[src/rtl/stoch_pkg.sv]
// Shared types and helpers for the stochastic-computing blocks.
// Holds the SNG state enum, default LFSR taps and the stream length.
package stoch_pkg;

  typedef enum logic {
    IDLE,
    RUN
  } state_e;

  // Maximal-length Galois feedback masks for the widths in use
  function automatic logic [31:0] default_taps(input int w);
    case (w)
      4:       return 32'h9;
      10:      return 32'h204;
      default: return 32'hB8;
    endcase
  endfunction

  function automatic int stream_len(input int w);
    return (1 << w) - 1;
  endfunction

endpackage

[src/rtl/sc_lfsr.sv]
// W-bit Galois LFSR with synchronous load, advance enable
// and a guard that turns an all-zero seed into 1.
module sc_lfsr #(
  parameter int             W    = 8,
  parameter logic [W-1:0]   TAPS = 8'hB8,
  parameter logic [W-1:0]   SEED = 8'h01
) (
  input  logic         clk_i,
  input  logic         rst_ni,
  input  logic         load_i,
  input  logic         adv_i,
  output logic [W-1:0] lfsr_o
);

  localparam logic [W-1:0] SEED_NZ =
    (SEED == '0) ? W'(1) : SEED;

  logic [W-1:0] lfsr_q, lfsr_d;

  always_comb begin
    lfsr_d = lfsr_q;
    if (load_i)
      lfsr_d = SEED_NZ;
    else if (adv_i)
      lfsr_d = (lfsr_q >> 1) ^
               (lfsr_q[0] ? TAPS : '0);
  end

  always_ff @(posedge clk_i or negedge rst_ni) begin
    if (!rst_ni)
      lfsr_q <= SEED_NZ;
    else
      lfsr_q <= lfsr_d;
  end

  assign lfsr_o = lfsr_q;

endmodule

[src/rtl/sng_encoder.sv]
// Binary-to-stochastic encoder: one LFSR period per value,
// with exactly v ones among the 2^W-1 emitted bits.
module sng_encoder
  import stoch_pkg::*;
#(
  parameter int           W    = 8,
  parameter logic [W-1:0] TAPS = W'(default_taps(W)),
  parameter logic [W-1:0] SEED = W'(1)
) (
  input  logic         clk,
  input  logic         rst,
  input  logic         in_valid,
  output logic         in_ready,
  input  logic [W-1:0] in_data,
  input  logic         en,
  output logic         bit_out,
  output logic         bit_valid,
  output logic         last,
  output logic         busy
);

  localparam logic [W-1:0] LAST_CNT =
    W'(stream_len(W) - 1);

  state_e       state_q, state_d;
  logic [W-1:0] cnt_q, cnt_d;
  logic [W-1:0] val_q, val_d;
  logic [W-1:0] lfsr;
  logic         bit_q, bit_d;
  logic         bv_q, bv_d;
  logic         last_q, last_d;
  logic         load, adv;
  logic         fin;

  sc_lfsr #(
    .W    (W),
    .TAPS (TAPS),
    .SEED (SEED)
  ) u_lfsr (
    .clk_i  (clk),
    .rst_ni (rst),
    .load_i (load),
    .adv_i  (adv),
    .lfsr_o (lfsr)
  );

  assign fin = (cnt_q == LAST_CNT);

  always_comb begin
    state_d = state_q;
    cnt_d   = cnt_q;
    val_d   = val_q;
    bit_d   = bit_q;
    bv_d    = 1'b0;
    last_d  = 1'b0;
    load    = 1'b0;
    adv     = 1'b0;
    unique case (state_q)
      IDLE: begin
        if (in_valid) begin
          load    = 1'b1;
          val_d   = in_data;
          cnt_d   = '0;
          state_d = RUN;
        end
      end
      RUN: begin
        if (en) begin
          bit_d  = (lfsr <= val_q);
          bv_d   = 1'b1;
          last_d = fin;
          adv    = 1'b1;
          cnt_d  = cnt_q + W'(1);
          if (fin) begin
            cnt_d   = '0;
            state_d = IDLE;
          end
        end
      end
    endcase
  end

  always_ff @(posedge clk or negedge rst) begin
    if (!rst) begin
      state_q <= IDLE;
      cnt_q   <= '0;
      val_q   <= '0;
      bit_q   <= 1'b0;
      bv_q    <= 1'b0;
      last_q  <= 1'b0;
    end else begin
      state_q <= state_d;
      cnt_q   <= cnt_d;
      val_q   <= val_d;
      bit_q   <= bit_d;
      bv_q    <= bv_d;
      last_q  <= last_d;
    end
  end

  assign in_ready  = (state_q == IDLE);
  assign busy      = (state_q == RUN);
  assign bit_out   = bit_q;
  assign bit_valid = bv_q;
  assign last      = last_q;

endmodule

[config.mk]
export PLATFORM = sky130hd
export DESIGN_NAME = sng_encoder
export DESIGN_NICKNAME = d
export VERILOG_FILES = /design/src/rtl/stoch_pkg.sv /design/src/rtl/sc_lfsr.sv /design/src/rtl/sng_encoder.sv
export SDC_FILE = /design/constraint.sdc
export NUM_CORES = 1
export LEC_CHECK = 0
export CORE_MARGIN = 5
export CORE_UTILIZATION = 57
export CTS_CLUSTER_DIAMETER = 50
export DETAILED_ROUTE_END_ITERATION = 8
export HOLD_SLACK_MARGIN = 0.08
export PLACE_DENSITY = 0.9
export SYNTH_ARGS = -nofsm -noshare
export SYNTH_HDL_FRONTEND = slang
export SYNTH_SLANG_ARGS = --single-unit
export TNS_END_PERCENT = 5
[constraint.sdc]
create_clock -name clk -period 2.2 [get_ports clk]
set_clock_uncertainty 0.05 [all_clocks]
set_input_delay 0.55 -clock clk [delete_from_list [all_inputs] [get_ports clk]]
set_output_delay 0.55 -clock clk [all_outputs]
set_load 0.03 [all_outputs]
=== After elaboration in Yosys (flattened, before gate mapping) ===
Cells that the tools add are included.

* Add/subtract/negate cells: 1
* Order comparisons: 1
* Equality and inequality tests: 3
* Mux-type cells: 16
* Bitwise gates (word level): 2
* Reduce and logical (&&, ||, !) cells: 4

{| class="wikitable"
|+ Operators by type and width
! cell !! number
|-
| $mux 8 || 6
|-
| $pmux 8 s2 || 1
|-
| $add 8x1->8 const B || 1
|-
| $eq 8x8->1 const B || 1
|-
| $le 8x8->1 || 1
|-
| $mux 1 || 8
|-
| $xor 7x8->8 || 1
|-
| $reduce_and 2->1 || 3
|-
| $ne 2x2->1 const B || 2
|-
| $pmux 1 s2 || 1
|-
| $reduce_bool 2->1 || 1
|-
| $not 1->1 || 1
|}

* Register bits after elaboration: 28
* Input port bits: 12
* Output and inout bits: 5
* Word-level logic and storage cells: 34

=== Logic depth before layout (Yosys ltp) ===
Gate-level depths: netlist of run 1.

* Depth in word-level cells: 4
* Gate-level depth with buffers: 6

=== Hierarchy ===
From an unflattened synthesis of run 1, not the netlist that was laid out.

* Cell total of the unflattened synthesis: 144
* Area, all modules: 1435.1 um^2

{| class="wikitable"
|+ Modules (own cells, without submodules)
! module !! times used !! cells an instance !! area an instance (um^2) !! sequential area each (um^2)
|-
| sng_encoder || 1 || 115 || 1094.8 || 500.5
|-
| sc_lfsr || 1 || 29 || 340.3 || 201.4
|}

=== Worst setup path before layout of run 1 ===
OpenSTA, ideal clock, no wires.

* Kind: register to output
* Start point: register state_q, in the netlist busy
* End point: output in_ready
* Arrival: 768 ps
* Data required time: 1600 ps
* Path slack: 832 ps
* Cell stages (with the launch flop): 2
* Path through: dfrtp_1 > inv_1

* Cells in the longest elaborated chain, start to end: 1

{| class="wikitable"
|+ Ends and longest elaborated chain
! element !! RTL line !! text
|-
| start: declaration || sng_encoder.sv:25 || <nowiki>state_e state_q, state_d;</nowiki>
|-
| start signal: assignment || sng_encoder.sv:92 || <nowiki>state_q <= state_d;</nowiki>
|-
| $not 1->1 || n/a ||
|-
| end: declaration || sng_encoder.sv:13 || <nowiki>output logic in_ready,</nowiki>
|}

No other way between the ends.

=== Worst setup path after layout of run 1 ===
Ends and elaborated chain as after synthesis.

==> impl_metrics.tcl, run 1 <==
set metrics [dict create \
    cts_sinks 28 \
    setup_tns_ps 0 \
    postSynthNetCount 166 \
    path_clk_slew_ps 140 \
    cts_hold_buf 0 \
    met2_usage_pct 34.5 \
    syn2layout_area_growth_pct 15.8 \
    gp_congestion 0.812 \
    clock_path_buffers 2 \
    peakVddDrop_uv 566 \
    worst-path-max-fanout 5 \
    grt_busiest_layer "met2" \
    avgSynthCellArea_sq_um 9.60 \
    n_antenna_cell 0 \
    drt-pass1-iter-count 4 \
    cts_resized 0 \
    seq_area_frac_synth_pct 50.8 \
    power_switching_mw 0.477 \
    drive_above_1_share_pct 8.02 \
    die_area_sq_um 3510 \
    clockPowerShare_pct 15.8 \
    rsz0062_at_grt "false" \
    p_int_mw 0.902 \
    min_to "cnt_q[7]" \
    ant_nets 0 \
    max_freq_ghz 0.471 \
    num_vias 1102 \
    power_frac_seq_pct 55.4 \
    timing.rr.end "cnt_q[4]" \
    worst_slack_ps 74.8 \
    fp-row-count 17 \
    setup_viol 0 \
    use_met1_pct 22.5 \
    met3_usage_pct 3.27 \
    timing.slew.headroom_pct 67.7 \
    synth_top_cell_by_area "dfrtp_1" \
    overflow 0 \
    fin_crit_ps 2130 \
    cts_root_buf "clkbuf_4" \
    cts_made_buffers 3 \
    grt_util_all_layers_pct 19.2 \
    p_sw_share_pct 34.6 \
    multi_input_area_sq_um 611 \
    hpwl_mm 2.11 \
    maxSlewViolCount 0 \
    synth_cell_types 27 \
    io_pins 17 \
    wl_per_cell_um 14.9 \
    grt_pass1_vias 1164 \
    hold_viol_final 0 \
    pre_cts_ws_ps 236 \
    power.density_nw_per_um2 861 \
    power_frac_comb_pct 28.8 \
    path_class "register to output pin" \
    layout_common_cells "dfrtp_1 (27), nand2_1 (24), o21ai_0 (18)" \
    synthCells 144 \
    dpl.cell_count 186 \
    critPathRequiredTime_ps 1600 \
    hold_depth 1 \
    final_cells 190 \
    end_kind "output pin" \
    htree_num_levels 1 \
    clock_latency_ps 330 \
    routed_wl_mm 2.84 \
    die_h_um 59.3 \
    drt_iter0_drc 43 \
    grt_pass1_wl_mm 5.13 \
    postCtsSetupBuffers 0 \
    drc_errors 0 \
    worstMarginPinSlew_ps 483 \
    reg2reg_depth 6 \
    status "complete, no violations" \
    worstHoldPathType "register to register" \
    cts_tree "built" \
    antenna_found_initial 0 \
    netlist_area_sq_um 1380 \
    yosys_warnings 0 \
    p_leak_nw 0.713 \
    rr_startpoint "cnt_q[0]" \
    hp-start "cnt_q[7]" \
    crit_arrival_ps 1530 \
    period_share_pct 96.6 \
    cap_violations 0 \
    initial_utilization_pct 61.3 \
    synth_seq_cells 28 \
    fillCellCount 183 \
    crit_path_start_kind "register" \
    port_buffers 16 \
    regArea_sq_um 702 \
    grt_max_degree 29 \
    fin_nets 185 \
    viasPerCell 5.80 \
    synthTopCellsByArea "dfrtp_1 (49%), ha_1 (9.0%), o21ai_0 (6.5%)" \
    synth_top_area_share_pct 48.9 \
    core_sq_um 2250 \
    r2r_setup_slack_ps 660 \
    layout_commonest_cell "dfrtp_1" \
    fp.dieW_um 59.3 \
]
[through the flow]
stage               hold WS, ps  utilization, %  area (sq um)  power, mW
floorplan                   204               -          1380       1.02
global placement            423            69.9          1580       1.13
detailed placement          448            69.9          1580       1.17
CTS                         481            71.0          1600       1.38
global route                508            71.0          1600       1.49
finish                      474            71.0          1600       1.38
[synth_stat cells, drive strengths merged]
| cell | n |
|---|---|
| nand2 | 24 |
| a22o | 3 |
| o21a | 1 |
| nand4 | 3 |
| nand3 | 5 |
| a31o | 1 |
| dfrtp | 27 |
| buf | 5 |
| or3 | 1 |
| xnor2 | 3 |
| o21ai | 18 |
| a21oi | 10 |
| nor2b | 2 |
| dfstp | 1 |
| nand2b | 2 |
| o31ai | 1 |
| ha | 10 |
| nor3 | 3 |
| o211ai | 4 |
| a31oi | 3 |
| and4 | 1 |
| inv | 12 |
| and3 | 1 |
| nor2 | 3 |
[cell type report]
type	count	area share, %
well taps	28	2.19
multi-input cells	99	38.1
inverters	12	2.81
repair buffers	19	11.4
flip-flops and latches	28	43.8
clock buffers	4	1.64
[how the worst max path moves through the flow]
stage	start	endpoint	depth (start not counted)
finish	busy	in_ready	2
global route	busy	in_ready	2
CTS	busy	in_ready	2
detailed placement	en	cnt_q[6]	6
global placement	en	cnt_q[6]	6
floorplan	busy	in_ready	1
[per-layer routing]
metal / vias up / wire length (um)
li1: 535 / -
met1: 529 / 1190
met2: 29 / 1450
met3: 9 / 129
met4: 0 / 66
met5: - / 0
[critical path: stages, from the launching register on]
cell and delay, ps:
dfrtp_1 450, inv_1 90, clkdlybuf4s50_1 670
[flip-flops by register name, indices dropped and copies added (netlist names)]
signal         cells
busy               1
u_lfsr.lfsr_o      8
bit_out            1
bit_valid          1
val_q              8
last               1
cnt_q              8
[power by group through the flow]
stage	Clock [mW]	Sequential, mW	Combinational, mW
final	0.218	0.764	0.397
after global routing	0.246	0.783	0.461
after CTS	0.219	0.760	0.400
after detailed placement	0	0.769	0.399
after global placement	0	0.757	0.373
after floorplan	0	0.750	0.274
[logic make-up (layout without fill, tap and decap cells)]
family	count (synthesis)	after routing	share of synthesized area (%)
AND/OR/NAND/NOR	45	45	15.9
AO/OA/AOI/OAI	41	41	17.3
flip-flops	28	28	50.8
buffers and inverters	17	35	5.07
adder cells (fa/ha/maj)	10	10	9.05
XOR/XNOR	3	3	1.90
Power figures use the tool's default switching activity.
==> run 2, diff against run 1 <==
Settings changed: PLACE_DENSITY 0.9 to 0.81, SLEW_MARGIN set to 20.
==> impl_metrics.tcl, run 2 (synthesized netlist as in run 1, its figures left out) <==
set metrics [dict create \
    status "complete, but fails checks" \
    violations "DRC" \
    pre_cts_ws_ps 230 \
    ant_nets 0 \
    critPathRequiredTime_ps 1600 \
    clock_latency_ps 330 \
    htree_num_levels 1 \
    power.density_nw_per_um2 915 \
    cts_sinks 28 \
    fp-row-count 17 \
    io_pins 17 \
    worstMarginPinSlew_ps 484 \
    crit_buf_inv 1 \
    port_buffers 16 \
    post_dp_cell_area_sq_um 1580 \
    slowest_stage "clkdlybuf4s50_1" \
    antenna_found_initial 0 \
    critPathMaxStageDelay_ps 700 \
    p_int_mw 1.01 \
    setup_viol 0 \
    drive_above_1_share_pct 8.64 \
    worst_hold_slack_ps 461 \
    cts_hold_buf 0 \
    fp.dieW_um 59.3 \
    power_switching_mw 0.477 \
    clock_path_buffers 2 \
    grt_max_degree 29 \
    p_sw_share_pct 32.0 \
    hpwl_mm 1.95 \
    grt_util_all_layers_pct 17.7 \
    drt-pass1-iter-count 6 \
    timing.slew.headroom_pct 67.7 \
    fin_nets 185 \
    postCtsSetupBuffers 0 \
    num_vias 1061 \
    layout_commonest_cell "dfrtp_1" \
    max_freq_ghz 0.481 \
    crit_path_cell_trace "clkdlybuf4s50_1" \
    peakVddDrop_uv 711 \
    crit_family "buffers and inverters" \
    layout_common_cells "dfrtp_1 (27), nand2_1 (24), o21ai_0 (18)" \
    maxSlewViolCount 0 \
    gp_congestion 0.808 \
    end_kind "output pin" \
    hold_viol_final 0 \
    worst-path-max-fanout 5 \
    syn2layout_area_growth_pct 17.9 \
    fillCellCount 182 \
    fin_crit_ps 2080 \
    crit_path_start_kind "register" \
    n_antenna_cell 0 \
    p_leak_nw 0.744 \
    worst_slack_ps 123 \
    cts_tree "built" \
    path_class "register to output pin" \
    initial_utilization_pct 61.3 \
    rsz0062_at_grt "false" \
    power_frac_comb_pct 26.5 \
    overflow 0 \
    regArea_sq_um 702 \
    worstHoldPathType "register to register" \
    path_clk_slew_ps 160 \
    setup_tns_ps 0 \
    fin_area_sq_um 1630 \
    drt_iter0_drc 34 \
    viasPerCell 5.58 \
    cts_root_buf "clkbuf_4" \
    cap_violations 0 \
    grt_pass1_wl_mm 4.76 \
    die_h_um 59.3 \
    power_frac_seq_pct 50.8 \
    multi_input_area_sq_um 611 \
    clockPowerShare_pct 22.7 \
    wl_per_cell_um 14.3 \
    die_area_sq_um 3510 \
    core_sq_um 2250 \
    routed_wl_mm 2.71 \
    drc_errors 1 \
    crit_arrival_ps 1480 \
    period_share_pct 94.4 \
    grt_pass1_vias 1086 \
    cts_made_buffers 3 \
]
## run 2: worst paths after layout
kind | start | to | slack (ps) | depth (start not counted)
max in group asynchronous | rst | u_lfsr.lfsr_o[0] | 1270 | 2
min reg2reg | val_q[0] | val_q[0] | 460 | 2
min in group asynchronous | rst | u_lfsr.lfsr_o[5] | 520 | 2
max | busy | busy | 120 | 1
max reg2reg | cnt_q[0] | cnt_q[4] | 630 | 6
min | val_q[0] | val_q[0] | 460 | 2
## run 2: power by group through the flow
| stage | Combinational, mW | Clock (mW) | Sequential [mW] |
|---|---|---|---|
| floorplan | 0.274 | 0 | 0.750 |
| CTS | 0.396 | 0.344 | 0.756 |
| detailed placement | 0.394 | 0 | 0.765 |
| global route | 0.449 | 0.375 | 0.777 |
| global placement | 0.376 | 0 | 0.759 |
| finish | 0.395 | 0.338 | 0.758 |
## run 2: layer usage
metal / track usage, % / part of all wire [%] / vias to the layer above / wire length (um)
met5: 0 / 0 / - / 0
met4: 6.15 / 0.70 / 0 / 19
met3: 3.70 / 4.5 / 2 / 122
met2: 30.3 / 47 / 22 / 1270
met1: 21.9 / 48 / 498 / 1300
li1: - / - / 539 / -
## run 2: metrics by stage
stage / power, mW / instances / util, %
6_report: 1.49 / 190 / 72.3
5_1_grt: 1.60 / 190 / 72.3
4_1_cts: 1.50 / 190 / 72.2
3_5_place_dp: 1.16 / 186 / 69.9
3_3_place_gp: 1.14 / 186 / 69.9
2_1_floorplan: 1.02 / 144 / -
## run 2: what timing repair did
| action | 4_1_cts | 5_1_grt |
|---|---|---|
| hold endpoints to repair | 0 | 0 |
| gates resized for setup | 0 | 1 |
| endpoints found under the setup margin | 0 | 1 |
## run 2: cell type report
class,instances,share of cell area (%)
Sequential cell,28,43.1
Multi-Input combinational cell,99,37.5
Timing Repair Buffer,19,11.4
Inverter,12,2.76
Tap cell,28,2.15
Clock inverter,1,1.84
Clock buffer,3,1.38
==> run 3, diff against run 2 <==
Settings changed: REMOVE_ABC_BUFFERS set to 1.
==> impl_metrics.tcl, run 3 (synthesized netlist as in run 1, its figures left out) <==
set metrics [dict create \
    p_sw_share_pct 34.0 \
    ant_nets 0 \
    fin_nets 185 \
    postCtsSetupBuffers 0 \
    cts_resized 0 \
    setup_viol 0 \
    worstMarginPinSlew_ps 453 \
    fp.dieW_um 59.3 \
    fillCellCount 174 \
    drt_iter0_drc 27 \
    cts_root_buf "clkbuf_4" \
    power_frac_seq_pct 55.3 \
    initial_utilization_pct 61.3 \
    met3_wirelength_um 114 \
    period_share_pct 96.1 \
    routed_wl_mm 2.63 \
    path_class "register to output pin" \
    rsz0062_at_grt "false" \
    gp_congestion 0.827 \
    top_layer "met4" \
    fin_crit_ps 2120 \
    worst-path-max-fanout 5 \
    status "complete, no violations" \
    grt_pass1_vias 1071 \
    overflow 0 \
    core_sq_um 2250 \
    multi_input_area_sq_um 611 \
    wl_met1_mm 1.27 \
    utilization_pct 71.0 \
    crit_arrival_ps 1520 \
    grt_util_all_layers_pct 17.3 \
    drive_above_1_share_pct 8.02 \
    hpwl_mm 1.95 \
    regArea_sq_um 702 \
    fin_area_sq_um 1600 \
    antenna_found_initial 0 \
    max_freq_ghz 0.473 \
    power_frac_comb_pct 29.3 \
    viasPerCell 5.62 \
    maxSlewViolCount 0 \
    met2_length_mm 1.23 \
    cts_made_buffers 3 \
    num_vias 1067 \
    p_total_mw 1.37 \
    grt_pass1_wl_mm 4.74 \
    port_buffers 16 \
    drc_errors 0 \
    fp-row-count 17 \
    layout_common_cells "dfrtp_1 (27), nand2_1 (24), o21ai_0 (18)" \
    htree_num_levels 1 \
    critPathRequiredTime_ps 1600 \
    clock_path_buffers 2 \
    grt_max_degree 29 \
    post_dp_cell_area_sq_um 1580 \
    worstHoldPathType "register to register" \
    clockPowerShare_pct 15.4 \
    end_kind "output pin" \
    cap_violations 0 \
    path_clk_slew_ps 140 \
    die_area_sq_um 3510 \
    cts_tree "built" \
    clock_latency_ps 310 \
    io_pins 17 \
    hold_viol_final 0 \
    power_switching_mw 0.464 \
    cts_sinks 28 \
    crit_path_cell_trace "inv_1, clkdlybuf4s50_1" \
    n_antenna_cell 0 \
    p_leak_nw 0.713 \
    power.density_nw_per_um2 852 \
    critPathMaxStageDelay_ps 670 \
    setup_tns_ps 0 \
    syn2layout_area_growth_pct 15.8 \
    cts_hold_buf 0 \
    peakVddDrop_uv 486 \
    layout_commonest_cell "dfrtp_1" \
    crit_path_start_kind "register" \
    slowest_stage "clkdlybuf4s50_1" \
    timing.slew.headroom_pct 69.8 \
    p_int_mw 0.902 \
    die_h_um 59.3 \
    drt-pass1-iter-count 4 \
    wl_per_cell_um 13.8 \
    r2r_setup_slack_ps 670 \
]
[run 3: path summary, 6_finish.rpt]
path / from / end / depth (start not counted)
setup / recovery: busy / in_ready / 2
hold / removal: val_q[0] / val_q[0] / 2
setup reg to reg: cnt_q[0] / cnt_q[4] / 6
hold reg to reg: val_q[0] / val_q[0] / 2
max in group asynchronous: rst / u_lfsr.lfsr_o[0] / 2
min in group asynchronous: rst / val_q[5] / 2
[run 3: worst max-delay path, delay by kind of cell, from the launching register on]
kind	cells	cell delay [ps]
buffers and inverters	2	760
flip-flops	1	450
[run 3: layout make-up]
| type | instances | share of cell area (%) |
|---|---|---|
| multi-input combinational | 99 | 38.1 |
| timing repair buffer | 19 | 11.4 |
| sequential | 28 | 43.8 |
| inverter | 12 | 2.81 |
| clock buffer | 4 | 1.64 |
| tap | 28 | 2.19 |
[run 3: metal layers]
layer  up-vias  track usage [%]
li1        538                -
met4         0             3.88
met2        18             27.6
met1       509             24.7
met5         -                0
met3         2             2.61
[run 3: power groups by stage]
| stage | sequential, mW | clock [mW] | combinational [mW] |
|---|---|---|---|
| 2_1_floorplan | 0.750 | 0 | 0.271 |
| 3_3_place_gp | 0.758 | 0 | 0.378 |
| 3_5_place_dp | 0.764 | 0 | 0.398 |
| 4_1_cts | 0.752 | 0.221 | 0.404 |
| 5_1_grt | 0.775 | 0.238 | 0.461 |
| 6_report | 0.755 | 0.211 | 0.400 |
[run 3: through the flow]
stage,setup WS [ps],hold WS [ps],std cells
2_1_floorplan,479,204,139
3_3_place_gp,335,429,186
3_5_place_dp,243,427,186
4_1_cts,72.0,464,190
5_1_grt,7.48,508,190
6_report,84.7,459,190
